==> src/rtl/trs_io_pkg.sv <==
// Shared types and constants for the TRS-80 expansion-bus I/O front-end.
package trs_io_pkg;

  // Bus-cycle sequencer states.
  typedef enum logic [2:0] {
    S_IDLE      = 3'd0,
    S_LATCH     = 3'd1,
    S_ACCESS    = 3'd2,
    S_WAIT_DATA = 3'd3,
    S_DRIVE     = 3'd4,
    S_END       = 3'd5
  } state_t;

  // Default number of clk cycles a claimed read may wait for its responder.
  localparam int DEFAULT_WAIT_TIMEOUT = 63;

  // Value returned to the Z80 when no responder answers in time.
  localparam logic [7:0] IDLE_BUS_VALUE = 8'hFF;

endpackage

==> src/rtl/trs_io_bus_ctrl_strobe_cond.sv <==
// Synchroniser plus asymmetric 2-sample filter for one active-low bus strobe.
// The strobe reads "active" after two consecutive low samples and "released"
// on the first high sample. Flops reset low so that a strobe still held low
// through reset never looks released, which keeps the controller disarmed.
module strobe_cond #(
  parameter int SYNC_STAGES = 2
) (
  input  logic clk,
  input  logic srst,
  input  logic strobe_n,
  output logic active,
  output logic released
);

  logic [SYNC_STAGES-1:0] sync_q, sync_d;
  logic                   prev_q, prev_d;

  // Shift the raw strobe through the synchroniser and keep one older sample.
  always_comb begin
    sync_d = {sync_q[SYNC_STAGES-2:0], strobe_n};
    prev_d = sync_q[SYNC_STAGES-1];
  end

  // Synchroniser and filter registers.
  always_ff @(posedge clk) begin
    if (srst) begin
      sync_q <= '0;
      prev_q <= 1'b0;
    end else begin
      sync_q <= sync_d;
      prev_q <= prev_d;
    end
  end

  assign active   = ~sync_q[SYNC_STAGES-1] & ~prev_q;
  assign released = sync_q[SYNC_STAGES-1];

endmodule

==> src/rtl/trs_io_bus_ctrl.sv <==
// Front-end between raw Z80 I/O strobes and the on-chip I/O responders.
// Produces one io_access pulse per bus cycle with stable trs_* qualifiers and
// holds WAIT on claimed reads until the responder delivers data.
//
// Responder handshake: rd_claim is combinational from trs_a/trs_in and is
// sampled once, in ACCESS. rd_rdy is a one-cycle valid pulse carrying rd_data;
// it is only honoured in WAIT_DATA (there is no ready back to the responder,
// the sequencer always accepts data in that state) and is ignored elsewhere.
module trs_io_bus_ctrl
  import trs_io_pkg::*;
#(
  parameter int SYNC_STAGES  = 2,
  parameter int WAIT_TIMEOUT = DEFAULT_WAIT_TIMEOUT
) (
  input  logic       clk,
  input  logic       srst,
  input  logic       bus_iorq_n,
  input  logic       bus_rd_n,
  input  logic       bus_wr_n,
  input  logic [8:0] bus_a,
  input  logic [7:0] bus_d_in,
  output logic [7:0] bus_d_out,
  output logic       bus_d_oe,
  output logic       bus_wait_n,
  output logic [8:0] trs_a,
  output logic [7:0] trs_d,
  output logic       trs_out,
  output logic       trs_in,
  output logic       io_access,
  input  logic       rd_claim,
  input  logic [7:0] rd_data,
  input  logic       rd_rdy,
  output logic       timeout_err,
  output state_t     dbg_state
);

  localparam logic [7:0] TIMEOUT_LAST = 8'(WAIT_TIMEOUT - 1);

  logic rd_act, rd_rel, wr_act, wr_rel, cyc_rel;

  state_t     state_q, state_d;
  logic       armed_q, armed_d;
  logic [8:0] trs_a_q, trs_a_d;
  logic [7:0] trs_d_q, trs_d_d;
  logic       trs_out_q, trs_out_d;
  logic       trs_in_q, trs_in_d;
  logic       io_access_q, io_access_d;
  logic       wait_n_q, wait_n_d;
  logic       d_oe_q, d_oe_d;
  logic [7:0] d_out_q, d_out_d;
  logic       tmo_q, tmo_d;
  logic [7:0] cnt_q, cnt_d;

  strobe_cond #(.SYNC_STAGES(SYNC_STAGES)) u_rd_cond (
    .clk      (clk),
    .srst     (srst),
    .strobe_n (bus_iorq_n | bus_rd_n),
    .active   (rd_act),
    .released (rd_rel)
  );

  strobe_cond #(.SYNC_STAGES(SYNC_STAGES)) u_wr_cond (
    .clk      (clk),
    .srst     (srst),
    .strobe_n (bus_iorq_n | bus_wr_n),
    .active   (wr_act),
    .released (wr_rel)
  );

  // Next-state and output logic for the bus-cycle sequencer.
  always_comb begin
    state_d     = state_q;
    armed_d     = armed_q;
    trs_a_d     = trs_a_q;
    trs_d_d     = trs_d_q;
    trs_out_d   = trs_out_q;
    trs_in_d    = trs_in_q;
    io_access_d = 1'b0;
    wait_n_d    = wait_n_q;
    d_oe_d      = d_oe_q;
    d_out_d     = d_out_q;
    tmo_d       = tmo_q;
    cnt_d       = cnt_q;
    // trs_in stays low for the whole of a read, so it identifies the cycle.
    cyc_rel     = trs_in_q ? wr_rel : rd_rel;

    if (rd_rel && wr_rel) armed_d = 1'b1;

    case (state_q)
      S_IDLE: begin
        // Exactly one strobe must be active; both together is not a cycle.
        if (armed_q && (rd_act ^ wr_act)) begin
          state_d   = S_LATCH;
          armed_d   = 1'b0;
          // Captured on entry so trs_* are already valid during LATCH.
          trs_a_d   = bus_a;
          trs_d_d   = bus_d_in;
          trs_out_d = ~wr_act;
          trs_in_d  = ~rd_act;
          wait_n_d  = ~rd_act;
        end
      end
      S_LATCH: begin
        state_d     = S_ACCESS;
        io_access_d = 1'b1;
      end
      S_ACCESS: begin
        if (!trs_in_q && rd_claim) begin
          state_d = S_WAIT_DATA;
          cnt_d   = 8'd0;
        end else begin
          state_d  = S_END;
          wait_n_d = 1'b1;
        end
      end
      S_WAIT_DATA: begin
        if (rd_rdy) begin
          state_d  = S_DRIVE;
          d_out_d  = rd_data;
          d_oe_d   = 1'b1;
          wait_n_d = 1'b1;
        end else if (cnt_q >= TIMEOUT_LAST) begin
          state_d  = S_DRIVE;
          d_out_d  = IDLE_BUS_VALUE;
          d_oe_d   = 1'b1;
          wait_n_d = 1'b1;
          tmo_d    = 1'b1;
        end else if (cnt_q != 8'hFF) begin
          cnt_d = cnt_q + 8'd1;
        end
      end
      S_DRIVE: begin
        if (cyc_rel) begin
          state_d   = S_IDLE;
          d_oe_d    = 1'b0;
          trs_out_d = 1'b1;
          trs_in_d  = 1'b1;
        end
      end
      S_END: begin
        if (cyc_rel) begin
          state_d   = S_IDLE;
          trs_out_d = 1'b1;
          trs_in_d  = 1'b1;
        end
      end
      default: state_d = S_IDLE;
    endcase
  end

  // Sequencer state and registered outputs.
  always_ff @(posedge clk) begin
    if (srst) begin
      state_q     <= S_IDLE;
      armed_q     <= 1'b0;
      trs_a_q     <= 9'd0;
      trs_d_q     <= 8'd0;
      trs_out_q   <= 1'b1;
      trs_in_q    <= 1'b1;
      io_access_q <= 1'b0;
      wait_n_q    <= 1'b1;
      d_oe_q      <= 1'b0;
      d_out_q     <= 8'd0;
      tmo_q       <= 1'b0;
      cnt_q       <= 8'd0;
    end else begin
      state_q     <= state_d;
      armed_q     <= armed_d;
      trs_a_q     <= trs_a_d;
      trs_d_q     <= trs_d_d;
      trs_out_q   <= trs_out_d;
      trs_in_q    <= trs_in_d;
      io_access_q <= io_access_d;
      wait_n_q    <= wait_n_d;
      d_oe_q      <= d_oe_d;
      d_out_q     <= d_out_d;
      tmo_q       <= tmo_d;
      cnt_q       <= cnt_d;
    end
  end

  assign trs_a       = trs_a_q;
  assign trs_d       = trs_d_q;
  assign trs_out     = trs_out_q;
  assign trs_in      = trs_in_q;
  assign io_access   = io_access_q;
  assign bus_wait_n  = wait_n_q;
  assign bus_d_oe    = d_oe_q;
  assign bus_d_out   = d_out_q;
  assign timeout_err = tmo_q;
  assign dbg_state   = state_q;

endmodule
==> config.mk <==
export PLATFORM = sky130hd
export DESIGN_NAME = trs_io_bus_ctrl
export DESIGN_NICKNAME = d
export VERILOG_FILES = /design/src/rtl/trs_io_pkg.sv /design/src/rtl/trs_io_bus_ctrl_strobe_cond.sv /design/src/rtl/trs_io_bus_ctrl.sv
export SDC_FILE = /design/constraint.sdc
export NUM_CORES = 1
export LEC_CHECK = 0
export ABC_AREA = 1
export CAP_MARGIN = 20
export CORE_MARGIN = 3
export CORE_UTILIZATION = 42
export DETAILED_ROUTE_END_ITERATION = 16
export GPL_ROUTABILITY_DRIVEN = 0
export PLACE_DENSITY = 0.86
export SETUP_SLACK_MARGIN = 0.5
export SLEW_MARGIN = 20
export SYNTH_ARGS = -nofsm -noshare
export SYNTH_HDL_FRONTEND = slang
export SYNTH_SLANG_ARGS = --single-unit
==> constraint.sdc <==
create_clock -name clk -period 1.7 [get_ports clk]
set_clock_uncertainty 0.1 [all_clocks]
set_input_delay 0.255 -clock clk [delete_from_list [all_inputs] [get_ports clk]]
set_output_delay 0.255 -clock clk [all_outputs]
set_load 0.02 [all_outputs]
==> results.md, run 1 <==
- Synthesized cell area: 2150 um2
- Share of cells above drive strength 1: 0.456
- Area share of the largest cell type after synthesis: 0.457
- Startpoint Class: register
- Post-synthesis sequential area ratio: 0.457
- CTS Buf Count: 5
- First drt pass iteration count: 5
- Clock sink count: 49
- Final instance area: 3370 um2
- Gr usage total: 0.181
- Final core utilization: 0.699
- Via count: 2,145
- Area Overhead vs Synth: 56.9%
- H-tree level count: 2
- Synth top area cells: dfxtp_1 (46%), nor2_1 (12%), nand2_1 (5.4%)
- Top cell type by total area after synthesis: dfxtp_1
- Global-route wire length before repair: 8.82 mm
- Final HPWL DP: 3.72 mm
- Syn_area_per_cell: 7.98 um2
- Post-Syn Instances: 269
- Starting density of the core: 0.446
- Kind of critical path: register to register
- Crit path required time: 1830 ps
- IO Count: 66
- Placed cell areas: 2940 um2
- DR iter-0 viols: 112
- Sum of negative setup slack: 0 ps
- Core area: 4820 um2
- Register area: 1010 um2
- Most frequent cells in the layout: nor2_1 (50), dfxtp_1 (33), clkdlybuf4s50_1 (31), buf_4 (31)
- Initial antenna violation count: 0
- Worst Hold Launch: u_rd_cond.sync_q[0]
- DR WL/cell: 14.0 um
- CTS tree: done
- LEAKAGE: 1.46 nW
- Worst-path clk slew: 90 ps
- Layout Nets: 397
- Tmin final: 1590 ps
- Fin worst setup slack: 105 ps
- Full die area: 6010 um2
- Die Ht: 77.5 um
- Final Hold Fails: 0
- Total gr overflow: 0
- Final setup viols: 0
- Die W: 77.5 um
- Cell count after placement: 400
- P per Cell Area: 1040 nW/um2
- Pwr Total: 3.49 mW
- Reg2reg start: cnt_q[0]
- IO buf count: 65
- Largest net degree at the start of global routing: 24
- Crit path max fanout: 7
- Final ANT Viol Nets: 0
- Crit share post-route: 0.938
- Final wirelength: 6.02 mm
- Post-DR vias/cell: 4.98
- Setup crit end kind: register
- Slew @ Worst Pin: 375 ps
- Most common cell after layout, fill and taps aside: nor2_1
- Seq cells post-synth: 49
- Number of global-route vias before repair: 1,915
- Final cell count without fillers: 431
- Synth unique cells: 32
- Fmax: 627 MHz
- Hold-fix buffers, CTS: 0
- Status: complete, no violations
- Slew Viols, Final: 0
- Synth Warn #: 0
- RSZ-0062 raised after global routing: yes
- Ant diodes: 0
- DRC: 0
- CTS max path bufs: 2
- Mapped Nets: 303
- Worst rel slew slack: 0.750
- Peak supply drop: 0.524 mV
- Worst setup path start: cnt_q[0]
- Clock Tree Root: clkbuf_8
- Multi-input logic area: 1290 um2
- Hold Worst Slack: 300 ps
- Place WS: 15.9 ps
- Max cap viols: 0
- Row cnt: 25
- Arrival @ worst endpoint: 1730 ps
- HP Class: register to register
- Clock Latency Late Sink: 300 ps
- Filler cell count: 384
-- final timing paths --
path	to	slack, ps	cells after the start
worst max-delay path	cnt_q[1]	110	10
worst min-delay path	u_rd_cond.sync_q[1]	300	2
worst max register to register	cnt_q[1]	110	10
worst min register to register	u_rd_cond.sync_q[1]	300	2
-- power breakdown --
group          internal, mW  switching (mW)
combinational         0.514           0.695
clock                 0.525           0.390
sequential             1.26           0.108
-- cell type report --
cell class,count,share of cell area
Tap cell,67,0.0249
Clock buffer,6,0.0278
Timing Repair inverter,2,0.00594
Clock inverter,2,0.0104
Inverter,21,0.0271
Multi-Input combinational cell,195,0.384
Sequential cell,49,0.300
Timing Repair Buffer,89,0.220
-- flip-flops by register name, summed over array words and instances (netlist names) --
signal / cells
bus_wait_n: 1
bus_d_oe: 1
trs_in: 1
armed_q: 1
bus_d_out: 8
trs_out: 1
trs_d: 8
u_rd_cond.sync_q: 2
cnt_q: 8
io_access: 1
trs_a: 9
u_wr_cond.sync_q: 2
u_wr_cond.prev_q: 1
dbg_state: 3
timeout_err: 1
u_rd_cond.prev_q: 1
-- critical path: stages, from the launching register on --
cell	delay [ps]
dfxtp_2	350
inv_2	60
ha_4	140
or2_4	230
nand2_4	90
nand2_8	80
nand2_8	120
nand2_8	90
nand2_2	70
nand2_1	70
nor2_1	110
-- cell families after synthesis --
kind of cell	Yosys count	share of synthesized area
adder cells (fa/ha/maj)	2	0.0117
AND/OR/NAND/NOR	151	0.370
buffers and inverters	27	0.0577
XOR/XNOR	3	0.0122
flip-flops	49	0.457
AO/OA/AOI/OAI	37	0.0915
-- cells in the mapped netlist --
master and number:
a21oi_1 6, a21oi_2 2, a31oi_1 1, buf_6 2, clkbuf_1 4, clkinv_4 1
dfxtp_1 49, ha_1 2, inv_1 17, inv_2 2, inv_4 1, nand2_1 31
nand2_2 3, nand2_4 4, nand2_8 3, nand3_1 14, nand3_2 4, nand3_4 1
nand3b_1 1, nand4_1 5, nor2_1 67, nor2_2 11, nor2_4 1, nor2_8 1
nor3_1 2, nor3_2 2, o21a_1 1, o21ai_0 18, o21ai_1 9, or2_2 1
xnor2_1 1, xor2_1 2
-- routing by layer --
metal  GRT usage  part of all wire  vias up  wire [um]
met5           0                 0        -          0
met4      0.0552             0.023        0        138
met3      0.0580             0.059       13        356
met2       0.322              0.52       76       3130
met1       0.206              0.40      997       2390
li1            -                 -     1059          -
-- repair_timing --
action	in CTS	in global routing
resized for setup	169	66
setup buffers	9	9
pin swaps	11	17
setup endpoints to repair	76	59
cloned	5	0
Power figures use the tool's default switching activity.
==> run 2: changes to the inputs <==
--- a/config.mk
+++ b/config.mk
@@ -7,6 +7,7 @@
 export LEC_CHECK = 0
 export ABC_AREA = 1
 export CAP_MARGIN = 20
+export CORE_ASPECT_RATIO = 1.25
 export CORE_MARGIN = 3
 export CORE_UTILIZATION = 42
 export DETAILED_ROUTE_END_ITERATION = 16
==> results.md, run 2 (synthesized netlist as in run 1, its figures left out) <==
- Post-DR vias/cell: 5.13 (was 4.98)
- Peak supply drop: 0.613 mV (was 0.524 mV)
- Initial antenna violation count: 0 (unchanged)
- Place WS: 9.03 ps (was 15.9 ps)
- Area Overhead vs Synth: 64.8% (was 56.9%)
- IO Count: 66 (unchanged)
- Worst-path clk slew: 90 ps (about the same)
- Largest net degree at the start of global routing: 34 (was 24)
- Crit path required time: 1850 ps (was 1830 ps)
- Final core utilization: 0.732 (was 0.699)
- Most frequent cells in the layout: nor2_1 (49), buf_4 (38), dfxtp_1 (31), clkdlybuf4s50_1 (31) (was nor2_1 (50), dfxtp_1 (33), clkdlybuf4s50_1 (31), buf_4 (31))
- Via count: 2,223 (was 2,145)
- HP Class: register to register (unchanged)
- Clock sink count: 49 (unchanged)
- Ant diodes: 0 (unchanged)
- Crit path max fanout: 7 (unchanged)
- DRC: 0 (unchanged)
- Clock Latency Late Sink: 310 ps (was 300 ps)
- Full die area: 6010 um2 (about the same)
- CTS tree: done (unchanged)
- Setup crit end kind: register (unchanged)
- Status: complete, no violations (unchanged)
- Die Ht: 85.9 um (was 77.5 um)
- Gr usage total: 0.195 (was 0.181)
- IO buf count: 65 (unchanged)
- CTS max path bufs: 2 (unchanged)
- P per Cell Area: 973 nW/um2 (was 1040 nW/um2)
- Filler cell count: 346 (was 384)
- Row cnt: 28 (was 25)
- Slew @ Worst Pin: 347 ps (was 375 ps)
- First drt pass iteration count: 4 (was 5)
- Fmax: 655 MHz (was 627 MHz)
- Net Switching: 1.30 mW (was 1.19 mW)
- H-tree level count: 2 (unchanged)
- Starting density of the core: 0.444 (was 0.446)
- RSZ-0062 raised after global routing: yes (unchanged)
- Number of global-route vias before repair: 2,134 (was 1,915)
- Core area: 4830 um2 (was 4820 um2)
- Comb power frac: 0.406 (was 0.346)
- CTS Buf Count: 5 (unchanged)
- Clock Tree Root: clkbuf_8 (unchanged)
- Final ANT Viol Nets: 0 (unchanged)
- Share of cells above drive strength 1: 0.504 (was 0.456)
- Arrival @ worst endpoint: 1670 ps (was 1730 ps)
- Max FFs per register: 9 (unchanged)
- Hold Worst Slack: 301 ps (was 300 ps)
- Total gr overflow: 0 (unchanged)
- Worst rel slew slack: 0.768 (was 0.750)
- Tmin final: 1530 ps (was 1590 ps)
- DR WL/cell: 15.1 um (was 14.0 um)
- Crit share post-route: 0.898 (was 0.938)
- Internal power: 2.14 mW (was 2.30 mW)
- Slew Viols, Final: 0 (unchanged)
- DR iter-0 viols: 103 (was 112)
- Die W: 70.0 um (was 77.5 um)
- Final setup viols: 0 (unchanged)
- Final Hold Fails: 0 (unchanged)
- Kind of critical path: register to register (unchanged)
- Max cap viols: 0 (unchanged)
- Global-route wire length before repair: 9.65 mm (was 8.82 mm)
- Startpoint Class: register (unchanged)
- Layout Nets: 406 (was 397)
- Fin worst setup slack: 174 ps (was 105 ps)
- LEAKAGE: 1.52 nW (was 1.46 nW)
- Sum of negative setup slack: 0 ps (unchanged)
- Most common cell after layout, fill and taps aside: nor2_1 (unchanged)
- Clk network pwr share: 0.196 (was 0.262)
- Final HPWL DP: 3.60 mm (was 3.72 mm)
- Flop pwr share: 0.398 (was 0.392)
- Final wirelength: 6.56 mm (was 6.02 mm)
- Sw Share: 0.378 (was 0.341)
==> run 2: cell types whose count changed in the layout (fill, tap and decap cells not counted), moves of 2 or more <==
cell,change
buf_2,-4
nor2_4,+2
nand3_1,-2
dfxtp_4,+2
o21ai_2,+4
o21ai_0,-3
buf_4,+7
o21ai_1,-2
dfxtp_1,-2
buf_12,+4
==> run 2: path summary, 6_finish.rpt <==
path	start	end	slack (ps)	cells past startpoint
max	cnt_q[0]	cnt_q[1]	170	10
min	u_wr_cond.sync_q[0]	u_wr_cond.sync_q[1]	300	2
max reg2reg	cnt_q[0]	cnt_q[1]	170	10
min reg2reg	u_wr_cond.sync_q[0]	u_wr_cond.sync_q[1]	300	2
==> run 2: critical path, stage by stage (launching register included) <==
cell	delay [ps]
dfxtp_2	350
inv_2	50
ha_4	140
or2_4	230
nand2_4	70
nand2_4	80
nand2_8	140
nand2_8	100
nand2_2	70
nand2_1	50
nor2_1	80
==> run 2: per-stage QoR <==
step	power (mW)	area (um2)	std cells
floorplan	1.97	2210	269
global placement	2.29	2940	392
detailed placement	2.30	2940	392
CTS	3.13	3160	420
global route	3.63	3540	433
finish	3.44	3540	433
==> run 2: what timing repair did <==
action | in CTS | in global routing
hold buffers | 0 | 0
pin swaps | 14 | 27
cloned | 5 | 1
buffers inserted | 15 | 12
setup endpoints to repair | 75 | 63
gates resized for setup | 184 | 82
==> run 2: area by class of cell <==
cell class | count | area, um2 | area share
sequential | 49 | 1020 | 0.288
clock inverter | 3 | 17.5 | 0.00495
tap | 60 | 75.1 | 0.0212
multi-input combinational | 196 | 1370 | 0.388
timing repair inverter | 2 | 22.5 | 0.00636
clock buffer | 5 | 68.8 | 0.0194
timing repair buffer | 97 | 868 | 0.245
inverter | 21 | 93.8 | 0.0265
==> run 2: per-layer routing <==
layer / part of all wire / global-route usage / up-vias / wire (um)
met2: 0.55 / 0.369 / 74 / 3610
met3: 0.045 / 0.0352 / 24 / 294
met5: 0 / 0 / - / 0
li1: - / - / 1079 / -
met4: 0.036 / 0.0627 / 0 / 234
met1: 0.37 / 0.218 / 1046 / 2410
==> run 2: power groups by stage <==
stage / Clock [mW] / Sequential [mW] / Combinational, mW
2_1_floorplan: 0 / 1.46 / 0.509
3_3_place_gp: 0 / 1.38 / 0.903
5_1_grt: 0.730 / 1.38 / 1.52
6_report: 0.676 / 1.37 / 1.40
3_5_place_dp: 0 / 1.39 / 0.917
4_1_cts: 0.686 / 1.35 / 1.10
==> run 3: changes to the inputs <==
--- a/config.mk
+++ b/config.mk
@@ -6,7 +6,6 @@
 export NUM_CORES = 1
 export LEC_CHECK = 0
 export ABC_AREA = 1
-export CAP_MARGIN = 20
 export CORE_ASPECT_RATIO = 1.25
 export CORE_MARGIN = 3
 export CORE_UTILIZATION = 42
==> results of run 3 <==
No change in the layout: final DEF, timing and power equal those of run 2.
